`config.mk`:
```
export PLATFORM = sky130hd
export DESIGN_NAME = pe_array_sequencer
export DESIGN_NICKNAME = d
export VERILOG_FILES = /design/src/rtl/pe_seq_pkg.sv /design/src/rtl/pe_array_sequencer_skew_line.sv /design/src/rtl/pe_array_sequencer.sv
export SDC_FILE = /design/constraint.sdc
export NUM_CORES = 1
export LEC_CHECK = 0
export BUFFER_PORTS_ARGS = -buffer_cell sky130_fd_sc_hd__buf_2
export CAP_MARGIN = 10
export CORE_AREA = 2 2 314 316
export CTS_CLUSTER_SIZE = 25
export DETAILED_ROUTE_END_ITERATION = 8
export DIE_AREA = 0 0 316 318
export REMOVE_ABC_BUFFERS = 1
export SYNTH_ARGS = -nofsm -noshare
export SYNTH_HDL_FRONTEND = slang
export SYNTH_SLANG_ARGS = --single-unit
```
`constraint.sdc`:
```
create_clock -name CLK -period 26.6 [get_ports CLK]
set_input_delay 0 -clock CLK [delete_from_list [all_inputs] [get_ports CLK]]
set_output_delay 0 -clock CLK [all_outputs]
set_load 0.005 [all_outputs]
```
`src/rtl/pe_seq_pkg.sv`:
```
// rtl/pe_seq_pkg.sv - shared state, token type and depth helper for the PE array sequencer
package pe_seq_pkg;

  typedef enum logic [1:0] {
    ST_IDLE,
    ST_LOAD,
    ST_STREAM,
    ST_DRAIN
  } seq_state_e;

  typedef struct packed {
    logic valid;
    logic last;
  } token_t;

  localparam int DEF_ARRAY_LAT = 4;
  localparam int DEF_COLS      = 4;
  localparam int TRACK_DEPTH   = DEF_ARRAY_LAT + DEF_COLS - 1;

  function automatic int track_depth(input int array_lat, input int cols);
    return array_lat + cols - 1;
  endfunction

endpackage

```
`src/rtl/pe_array_sequencer_skew_line.sv`:
```
// rtl/pe_array_sequencer_skew_line.sv - zero-reset delay line; DEPTH of 0 is a plain wire
module skew_line #(
  parameter int WIDTH = 32,
  parameter int DEPTH = 1
) (
  input  logic             clk,
  input  logic             rst,
  input  logic [WIDTH-1:0] d_i,
  output logic [WIDTH-1:0] q_o
);

  generate
    if (DEPTH == 0) begin : g_pass
      logic unused_clk_rst;
      assign unused_clk_rst = clk ^ rst;
      assign q_o = d_i;
    end else begin : g_dly
      logic [WIDTH-1:0] stage_q [DEPTH];

      always_ff @(posedge clk or posedge rst) begin
        if (rst) begin
          for (int i = 0; i < DEPTH; i++) stage_q[i] <= '0;
        end else begin
          stage_q[0] <= d_i;
          for (int i = 1; i < DEPTH; i++) stage_q[i] <= stage_q[i-1];
        end
      end

      assign q_o = stage_q[DEPTH-1];
    end
  endgenerate

endmodule

```
`src/rtl/pe_array_sequencer.sv`:
```
// rtl/pe_array_sequencer.sv - weight loader, activation skewer and result deskewer around a systolic PE array
module pe_array_sequencer
  import pe_seq_pkg::*;
#(
  parameter int ROWS      = 4,
  parameter int COLS      = 4,
  parameter int DATA_W    = 32,
  parameter int ARRAY_LAT = 4
) (
  input  logic                   CLK,
  input  logic                   RESET,
  input  logic                   w_valid,
  output logic                   w_ready,
  input  logic [COLS*DATA_W-1:0] w_data,
  input  logic                   a_valid,
  output logic                   a_ready,
  input  logic [ROWS*DATA_W-1:0] a_data,
  input  logic                   a_last,
  output logic                   r_valid,
  output logic [COLS*DATA_W-1:0] r_data,
  output logic                   r_last,
  output logic                   busy,
  output logic [15:0]            vec_cnt,
  output logic                   arr_EN,
  output logic                   arr_SELECTOR,
  output logic                   arr_W_EN,
  output logic [COLS*DATA_W-1:0] arr_weight_above,
  output logic [ROWS*DATA_W-1:0] arr_active_left,
  input  logic [COLS*DATA_W-1:0] arr_sum
);

  localparam int TDEPTH = track_depth(ARRAY_LAT, COLS);
  localparam int LCNT_W = (ROWS > 1) ? $clog2(ROWS) : 1;

  seq_state_e             state_q, state_d;
  logic [LCNT_W-1:0]      load_cnt_q, load_cnt_d;
  logic [15:0]            vec_cnt_q, vec_cnt_d;
  logic                   w_ready_q, a_ready_q, busy_q, wen_q;
  logic [COLS*DATA_W-1:0] weight_q;
  logic [ROWS*DATA_W-1:0] act_q;
  token_t                 tok_q;
  token_t                 track_q [TDEPTH];
  logic                   w_acc, a_acc, track_busy;

  assign w_acc = w_valid & w_ready_q;
  assign a_acc = a_valid & a_ready_q;

  // Tokens still in flight behind the one currently leaving the tracker.
  always_comb begin
    track_busy = tok_q.valid;
    for (int i = 0; i < TDEPTH - 1; i++) track_busy = track_busy | track_q[i].valid;
  end

  always_comb begin
    state_d    = state_q;
    load_cnt_d = load_cnt_q;
    vec_cnt_d  = vec_cnt_q;
    case (state_q)
      ST_IDLE, ST_LOAD: begin
        if (w_acc) begin
          if (load_cnt_q == LCNT_W'(ROWS - 1)) begin
            state_d    = ST_STREAM;
            load_cnt_d = '0;
          end else begin
            state_d    = ST_LOAD;
            load_cnt_d = load_cnt_q + 1'b1;
          end
        end
      end
      ST_STREAM: begin
        if (a_acc) begin
          if (vec_cnt_q != 16'hFFFF) vec_cnt_d = vec_cnt_q + 16'd1;
          if (a_last) state_d = ST_DRAIN;
        end
      end
      ST_DRAIN: begin
        if (r_valid && r_last && !track_busy) begin
          state_d   = ST_IDLE;
          vec_cnt_d = '0;
        end
      end
      default: state_d = ST_IDLE;
    endcase
  end

  // Handshake readies and array controls are registered from the next state.
  always_ff @(posedge CLK or posedge RESET) begin
    if (RESET) begin
      state_q    <= ST_IDLE;
      load_cnt_q <= '0;
      vec_cnt_q  <= '0;
      w_ready_q  <= 1'b0;
      a_ready_q  <= 1'b0;
      busy_q     <= 1'b0;
      wen_q      <= 1'b0;
      weight_q   <= '0;
      act_q      <= '0;
      tok_q      <= '0;
      for (int i = 0; i < TDEPTH; i++) track_q[i] <= '0;
    end else begin
      state_q    <= state_d;
      load_cnt_q <= load_cnt_d;
      vec_cnt_q  <= vec_cnt_d;
      w_ready_q  <= (state_d == ST_IDLE) || (state_d == ST_LOAD);
      a_ready_q  <= (state_d == ST_STREAM);
      busy_q     <= (state_d != ST_IDLE);
      wen_q      <= w_acc;
      weight_q   <= w_acc ? w_data : weight_q;
      act_q      <= a_acc ? a_data : '0;
      tok_q      <= token_t'{valid: a_acc, last: a_acc & a_last};
      track_q[0] <= tok_q;
      for (int i = 1; i < TDEPTH; i++) track_q[i] <= track_q[i-1];
    end
  end

  assign w_ready          = w_ready_q;
  assign a_ready          = a_ready_q;
  assign busy             = busy_q;
  assign arr_EN           = busy_q;
  assign arr_SELECTOR     = w_ready_q;
  assign arr_W_EN         = wen_q;
  assign arr_weight_above = weight_q;
  assign vec_cnt          = vec_cnt_q;
  assign r_valid          = track_q[TDEPTH-1].valid;
  assign r_last           = track_q[TDEPTH-1].last;

  for (genvar r = 0; r < ROWS; r++) begin : g_skew
    skew_line #(.WIDTH(DATA_W), .DEPTH(r)) u_skew (
      .clk (CLK),
      .rst (RESET),
      .d_i (act_q[r*DATA_W +: DATA_W]),
      .q_o (arr_active_left[r*DATA_W +: DATA_W])
    );
  end

  for (genvar c = 0; c < COLS; c++) begin : g_deskew
    skew_line #(.WIDTH(DATA_W), .DEPTH(COLS - 1 - c)) u_deskew (
      .clk (CLK),
      .rst (RESET),
      .d_i (arr_sum[c*DATA_W +: DATA_W]),
      .q_o (r_data[c*DATA_W +: DATA_W])
    );
  end

endmodule

```
==> results.toml, run 1 <==
[outcome]
run_status = "finished clean"

[finish]
filler_cell_count = 9280
synthesis_to_layout_area_growth_pct = 51.92
multi_input_area_um2 = 2888
layout_cells_sized_above_1_pct = 41.40
commonest_cells_after_routing_fill_and_taps_aside = "buf_2, dfrtp_1, dlygate4sd3_1"
final_cell_count_no_fill = 3701
layout_commonest_cell = "buf_2"
finish.net_count = 2747
finalCoreUtilization_pct = 33.62
seq_area_um2 = 17020

[floorplan]
i_o_pin_count = 797
design.core.area_um2 = 97410
start_util_pct = 22.13
rows = 115
floorplan.die.height_um = 318
die_width_um = 316
design.die.area_um2 = 100500

[power]
power.density_cell_area_nw_per_um2 = 85.53
comb_power_share_pct = 17.2
design_power_total_uw = 2801
internal_power_uw = 2078
vdd_ir_drop_max_uv = 55.89
power.share.clock_pct = 36.2
switching_power_uw = 723.0
seqPwrFrac_pct = 46.6
power_leakage_uw = 0.01668
power_switching_share_pct = 25.81

[global_route]
gr-total-overflow = 0
antenna_found_initial = 4
grt_max_degree = 153
grt_pass1_wl_um = 92180
grt_pass1_vias = 15461
track_usage_pct = 12.00

[route]
drc_violations = 0
drt-vias-per-instance = 3.748
firstDrtPassIters = 4
drt-wirelength-per-cell_um = 16.65
dr_total_vias = 13873
number_of_nets_still_failing_antenna_checks_after_routing = 0
detail_route.wirelength_um = 61630
drt-initial-drc-count = 717

[flow_run]
max_cap_viol_count = 0

[min_path]
hold_path_depth = 0
min_path_type = "input pin to primary output"

[clock_network]
clock_sinks = 680
post_cts_resized = 0
cts-root-buf = "clkbuf_16"
clock_latency_ns = 0.62
cts-htree-levels = 3
cts_tree = "built"
cts.clk_slew.worst_paths_ns = 0.05
ctsLongestPathBuffers = 3
hold_buffer_count_at_cts = 497
post_cts_buffers = 0
cts-buffers-inserted = 74

[placed_design]
dpl_worst_slack_ns = 23.17
detailedPlacementHpwl_um = 38730
numPlacedInstances = 3070
port_buffers = 732
gp_routability_congestion = 0.7736

[timing]
timing.final.hold_violations = 0
minimum_setup_slack_in_the_final_design_ns = 23.40
max_freq_mhz = 312.9
tns_ns = 0
skew_ns = 0.02646
min_period_ns = 3.196
worst_slew_pin_slew_ns = 1.089
timing.final.setup_violations = 0
post-route-period-util_pct = 12.01
timing.max_slew.rel_slack_pct = 27.38
maxSlewViolCount = 0
rsz0062_at_grt = "no"

[critical_path]
timing.critical_path.buf_inv = 6
critPathKind = "input pin to asynchronous set/reset pin"
worst_path_cell_chain = "dlygate4sd3_1, buf_2, inv_8, buf_4, buf_4, buf_4"
worstPathRequired_ns = 27.09
worst_path_most_repeated_cell = "buf_4"
reg2regPathDepth = 5
crit_path_max_incr_delay_ns = 0.86
worst-endpoint-arrival_ns = 3.68
type_of_origin_of_the_critical_path = "input pin"
critical-path-top-delay-family = "buffers and inverters"
end_kind = "asynchronous set/reset pin"
worstSetupPathDepth = 6
worst-path-max-fanout = 102
cp_slowest_cell = "buf_4"

[synthesis]
synth_top_area_share_pct = 78.94
netlist_instances = 1281
flop_and_latch_count_out_of_synthesis = 680
yosys_warnings = 0
netlist-cell-type-count = 36
syn_area_um2 = 21560
postSynthAreaPerCell_um2 = 16.83
biggest_area_consumer_among_synthesized_cells = "dfrtp_1"
synth_seq_area_share_pct = 78.94
synth.top_cells.by_area = "dfrtp_1, mux2_2, buf_4"
==> cells by family (layout without fill, tap and decap cells) <==
| group | after synthesis | count (layout) | share of synthesized area [%] |
|---|---|---|---|
| AO/OA/AOI/OAI | 30 | 30 | 0.8823 |
| flip-flops | 680 | 680 | 78.94 |
| multiplexers | 134 | 134 | 6.982 |
| buffers and inverters | 247 | 1379 | 7.696 |
| AND/OR/NAND/NOR | 188 | 188 | 5.386 |
| other | 0 | 1 | 0 |
| adder cells (fa/ha/maj) | 2 | 2 | 0.1161 |
==> metrics by stage <==
step                hold WS, ns  instance area [µm²]
floorplan                     0                19920
finish               0.00006935                32750
global placement     0.00004903                25320
global route         0.00003688                32750
detailed placement   0.00004903                25320
CTS                  0.00004903                32750
==> registers in the layout (all words and copies together) (netlist names) <==
| register | count |
|---|---|
| tok_q | 2 |
| g_skew.u_skew.q_o | 96 |
| g_deskew.u_deskew.q_o | 96 |
| arr_SELECTOR | 1 |
| load_cnt_q | 2 |
| g_deskew.u_deskew.g_dly.stage_q | 96 |
| track_q | 12 |
| state_q | 2 |
| arr_weight_above | 128 |
| arr_W_EN | 1 |
| arr_EN | 1 |
| r_last | 1 |
| g_skew.u_skew.g_dly.stage_q | 96 |
| r_valid | 1 |
| a_ready | 1 |
| vec_cnt | 16 |
| act_q | 128 |
==> final timing paths <==
| path | startpoint | to | slack [ns] |
|---|---|---|---|
| max | RESET | a_ready | 23.40 |
| min | arr_sum[103] | r_data[103] | 0.00007 |
| max reg2reg | arr_SELECTOR | arr_weight_above[113] | 23.86 |
| min reg2reg | g_deskew[0].u_deskew.g_dly.stage_q[75] | g_deskew[0].u_deskew.g_dly.stage_q[43] | 0.33 |
| max in group CLK | arr_SELECTOR | arr_weight_above[113] | 23.86 |
| min in group asynchronous | RESET | g_deskew[1].u_deskew.q_o[21] | 0.02 |
==> Yosys cell counts (all sizes together) <==
| cell type | number |
|---|---|
| nand4 | 7 |
| ha | 2 |
| and2 | 1 |
| nand2 | 10 |
| mux2 | 131 |
| a21boi | 1 |
| nand4b | 1 |
| nand2b | 3 |
| o41ai | 3 |
| or4b | 1 |
| o21ai | 7 |
| nor2 | 4 |
| a311oi | 1 |
| a211oi | 1 |
| mux2i | 3 |
| a21oi | 10 |
| dfrtp | 680 |
| clkbuf | 45 |
| and3 | 132 |
| nor4bb | 2 |
| and4 | 2 |
| nor3b | 2 |
| a21o | 1 |
| buf | 197 |
| or4 | 5 |
| o311ai | 2 |
| or3 | 7 |
| o31ai | 4 |
| nor4 | 2 |
| inv | 5 |
| nand3 | 6 |
| nor3 | 3 |
==> area by class of cell <==
type	count	area share, %
multi-input cells	354	8.818
repair buffers	1241	26.70
inverters	5	0.08787
diodes	1	0.007641
clock buffers	102	6.403
well taps	1287	4.917
flip-flops and latches	680	51.97
clock inverters	31	1.097
==> power by group through the flow <==
stage               registers (µW)  clock network, µW  logic [µW]
floorplan                     1330                  0         172
global placement              1320                  0         411
detailed placement            1320                  0         419
CTS                           1300               1050         482
global route                  1330               1090         524
finish                        1310               1010         481
==> metal layers <==
layer,GRT usage (%),wire length (µm)
met1,14.16,24810
met2,20.08,30020
met3,4.069,5024
met4,4.265,1637
met5,0.9671,141
No activity file was read; power rests on OpenSTA's default activity.
==> inputs of run 2 (changes only) <==
--- a/config.mk
+++ b/config.mk
@@ -5,12 +5,13 @@
 export SDC_FILE = /design/constraint.sdc
 export NUM_CORES = 1
 export LEC_CHECK = 0
+export ABC_AREA = 1
 export BUFFER_PORTS_ARGS = -buffer_cell sky130_fd_sc_hd__buf_2
 export CAP_MARGIN = 10
-export CORE_AREA = 2 2 314 316
+export CORE_AREA = 2 2 308 310
 export CTS_CLUSTER_SIZE = 25
 export DETAILED_ROUTE_END_ITERATION = 8
-export DIE_AREA = 0 0 316 318
+export DIE_AREA = 0 0 310 312
 export REMOVE_ABC_BUFFERS = 1
 export SYNTH_ARGS = -nofsm -noshare
 export SYNTH_HDL_FRONTEND = slang
==> constraint.sdc (replaced) <==
create_clock -name CLK -period 2.7 [get_ports CLK]
set_input_delay 0 -clock CLK [delete_from_list [all_inputs] [get_ports CLK]]
set_output_delay 0 -clock CLK [all_outputs]
set_load 0.005 [all_outputs]
==> results.toml, run 2 <==
[placed_design]
dpl_worst_slack_ns = 0.7991
port_buffers = 732
gp_routability_congestion = 0.8649
detailedPlacementHpwl_um = 42170

[floorplan]
design.core.area_um2 = 93050
start_util_pct = 23.57
floorplan.die.height_um = 312
rows = 112
i_o_pin_count = 797
design.die.area_um2 = 96720
die_width_um = 310

[global_route]
grt_max_degree = 130
gr-total-overflow = 0
track_usage_pct = 13.45
grt_pass1_wl_um = 99030
antenna_found_initial = 6
grt_pass1_vias = 16760

[power]
power.density_cell_area_nw_per_um2 = 858.1
power.share.clock_pct = 36.9
internal_power_uw = 20650
seqPwrFrac_pct = 45.0
vdd_ir_drop_max_uv = 598.9
power_switching_share_pct = 27.89
power_leakage_uw = 0.01779
switching_power_uw = 7989
comb_power_share_pct = 18.1

[critical_path]
reg2reg_slack_ns = 0.63
cp_slowest_cell = "dlygate4sd3_1"
type_of_origin_of_the_critical_path = "flip-flop"
crit_path_max_incr_delay_ns = 0.56
worst_path_most_repeated_cell = "nand2_1"
end_kind = "flip-flop"
critPathKind = "flip-flop to flip-flop"
timing.rr.start = "arr_SELECTOR"
reg2regPathDepth = 5
worst-path-max-fanout = 44
worst-endpoint-arrival_ns = 2.63
worstPathRequired_ns = 3.26
worst_path_cell_chain = "nand2_4, inv_4, nand2_1, nand2_1, dlygate4sd3_1"
r2r_end = "arr_weight_above[39]"

[timing]
worst_slew_pin_slew_ns = 0.7931
tns_ns = 0
maxSlewViolCount = 0
timing.final.hold_violations = 0
minimum_setup_slack_in_the_final_design_ns = 0.6334
rsz0062_at_grt = "no"
finalHoldWorstSlack_ns = 0.0001059
post-route-period-util_pct = 76.54
min_period_ns = 2.067
skew_ns = 0.02506
max_freq_mhz = 483.9
timing.max_slew.rel_slack_pct = 47.13
timing.final.setup_violations = 0

[finish]
synthesis_to_layout_area_growth_pct = 52.17
commonest_cells_after_routing_fill_and_taps_aside = "buf_2, dfrtp_1, dlygate4sd3_1"
layout_cells_sized_above_1_pct = 31.77
filler_cell_count = 8930
n_antenna_cell = 0
layout_commonest_cell = "buf_2"
finish.net_count = 3204

[synthesis]
flop_and_latch_count_out_of_synthesis = 680
yosys_warnings = 0
synthAdderAreaFrac_pct = 0.1141
netlist_instances = 1725
netlist-cell-type-count = 28
syn_area_um2 = 21940
biggest_area_consumer_among_synthesized_cells = "dfrtp_1"
synth_seq_area_share_pct = 77.57
yosys.area_share.simple_pct = 11.27
synth_top_area_share_pct = 77.57
synth-main-ff-cell = "dfrtp_1"
xor_xnor_share_of_the_synthesized_area_pct = 0.1996
synth.most_common_cell = "dfrtp_1"
synth_edf_count = 0
muxShareOfSynthArea_pct = 0.05133
synth.top_cells.by_area = "dfrtp_1, nand2_1, buf_4"
synth.cells.most_frequent = "dfrtp_1, nand2_1, buf_4"
synth_async_sr_flop_share_pct = 100.0
postSynthAreaPerCell_um2 = 12.72
synth-compound-area-share_pct = 0.7415
main_combinational_cell_family_by_area_after_synthesis = "simple AND/OR/NAND/NOR gates"

[route]
firstDrtPassIters = 5
dr_total_vias = 15573
number_of_nets_still_failing_antenna_checks_after_routing = 0
drt-wirelength-per-cell_um = 16.14
detail_route.wirelength_um = 66560
drt-vias-per-instance = 3.775
drt-initial-drc-count = 1107
drc_violations = 0

[min_path]
min_from = "arr_sum[120]"
hold_path_depth = 0
hold-path-endpoint = "r_data[120]"
min_path_type = "input pin to primary output"

[clock_network]
cts.clk_slew.worst_paths_ns = 0.06
ctsLongestPathBuffers = 3
clock_sinks = 680
clock_latency_ns = 0.65
post_cts_buffers = 0
cts-root-buf = "clkbuf_16"
cts-buffers-inserted = 75
cts-htree-levels = 3
cts_tree = "built"

[flow_run]
max_cap_viol_count = 0

[outcome]
run_status = "finished clean"
## run 2: cell count changes after synthesis, sizes merged, moves of 9 or more
cell	delta
and3	-132
mux2	-130
nand3	+11
nand2	+430
nor2	+158
buf	+9
a21oi	-9
clkbuf	-12
inv	+142
## run 2: timing repair
action,in CTS,in global routing
hold endpoints to repair,431,0
resized for setup,0,0
hold buffers,492,0
endpoints found under the setup margin,0,0
## run 2: cell type report
class / instances / area (µm²) / area share, %
Sequential cell: 680 / 17020 / 50.98
Timing Repair Buffer: 1250 / 8896 / 26.65
Multi-Input combinational cell: 659 / 2730 / 8.179
Clock buffer: 97 / 2079 / 6.230
Tap cell: 1254 / 1569 / 4.700
Inverter: 147 / 561.8 / 1.683
Clock inverter: 38 / 526.8 / 1.578
## run 2: through the flow
step / power, µW / util [%] / cells / instance area, µm²
4_1_cts: 28910 / 35.87 / 4125 / 33380
6_report: 28640 / 35.87 / 4125 / 33380
3_3_place_gp: 17310 / 27.78 / 3498 / 25850
3_5_place_dp: 17410 / 27.78 / 3498 / 25850
2_1_floorplan: 14860 / - / 1486 / 20280
5_1_grt: 30170 / 35.87 / 4125 / 33380
## run 2: how the worst max path moves through the flow
stage                     depth (start not counted)  slack [ns]                    to          from
after CTS                                         5        0.63  arr_weight_above[20]  arr_SELECTOR
after global placement                            9        0.81           vec_cnt[10]    vec_cnt[0]
after global routing                              5        0.44  arr_weight_above[39]  arr_SELECTOR
after floorplan                                   1      -16.36               a_ready         RESET
final                                             5        0.63  arr_weight_above[39]  arr_SELECTOR
after detailed placement                          9        0.80           vec_cnt[11]    vec_cnt[0]
## run 2: cells by family (layout without fill, tap and decap cells)
| group | count (synthesis) | after routing |
|---|---|---|
| flip-flops | 680 | 680 |
| AND/OR/NAND/NOR | 628 | 628 |
| buffers and inverters | 386 | 1532 |
| AO/OA/AOI/OAI | 23 | 23 |
| XOR/XNOR | 5 | 5 |
| adder cells (fa/ha/maj) | 2 | 2 |
| multiplexers | 1 | 1 |
## run 2: per-layer routing
| layer | vias to the layer above | track usage (%) | part of all wire, % |
|---|---|---|---|
| met1 | 7618 | 15.30 | 38 |
| met2 | 666 | 22.66 | 49 |
| met3 | 147 | 4.211 | 8.5 |
| met4 | 8 | 6.807 | 4.3 |
| met5 | - | 0.1484 | 0.074 |
| li1 | 7134 | - | - |
## run 2: worst max-delay path, delay by kind of cell (launching register included)
| kind | cells | cell delay [ns] |
|---|---|---|
| buf+inv | 2 | 1.07 |
| flops | 1 | 0.41 |
| simple gates | 3 | 0.50 |
## run 2: power by group through the flow
stage / Sequential (µW) / Clock, µW / Combinational, µW
floorplan: 13100 / 0 / 1770
global placement: 13000 / 0 / 4350
detailed placement: 13000 / 0 / 4410
CTS: 12900 / 10900 / 5190
global route: 13100 / 11300 / 5750
finish: 12900 / 10600 / 5180
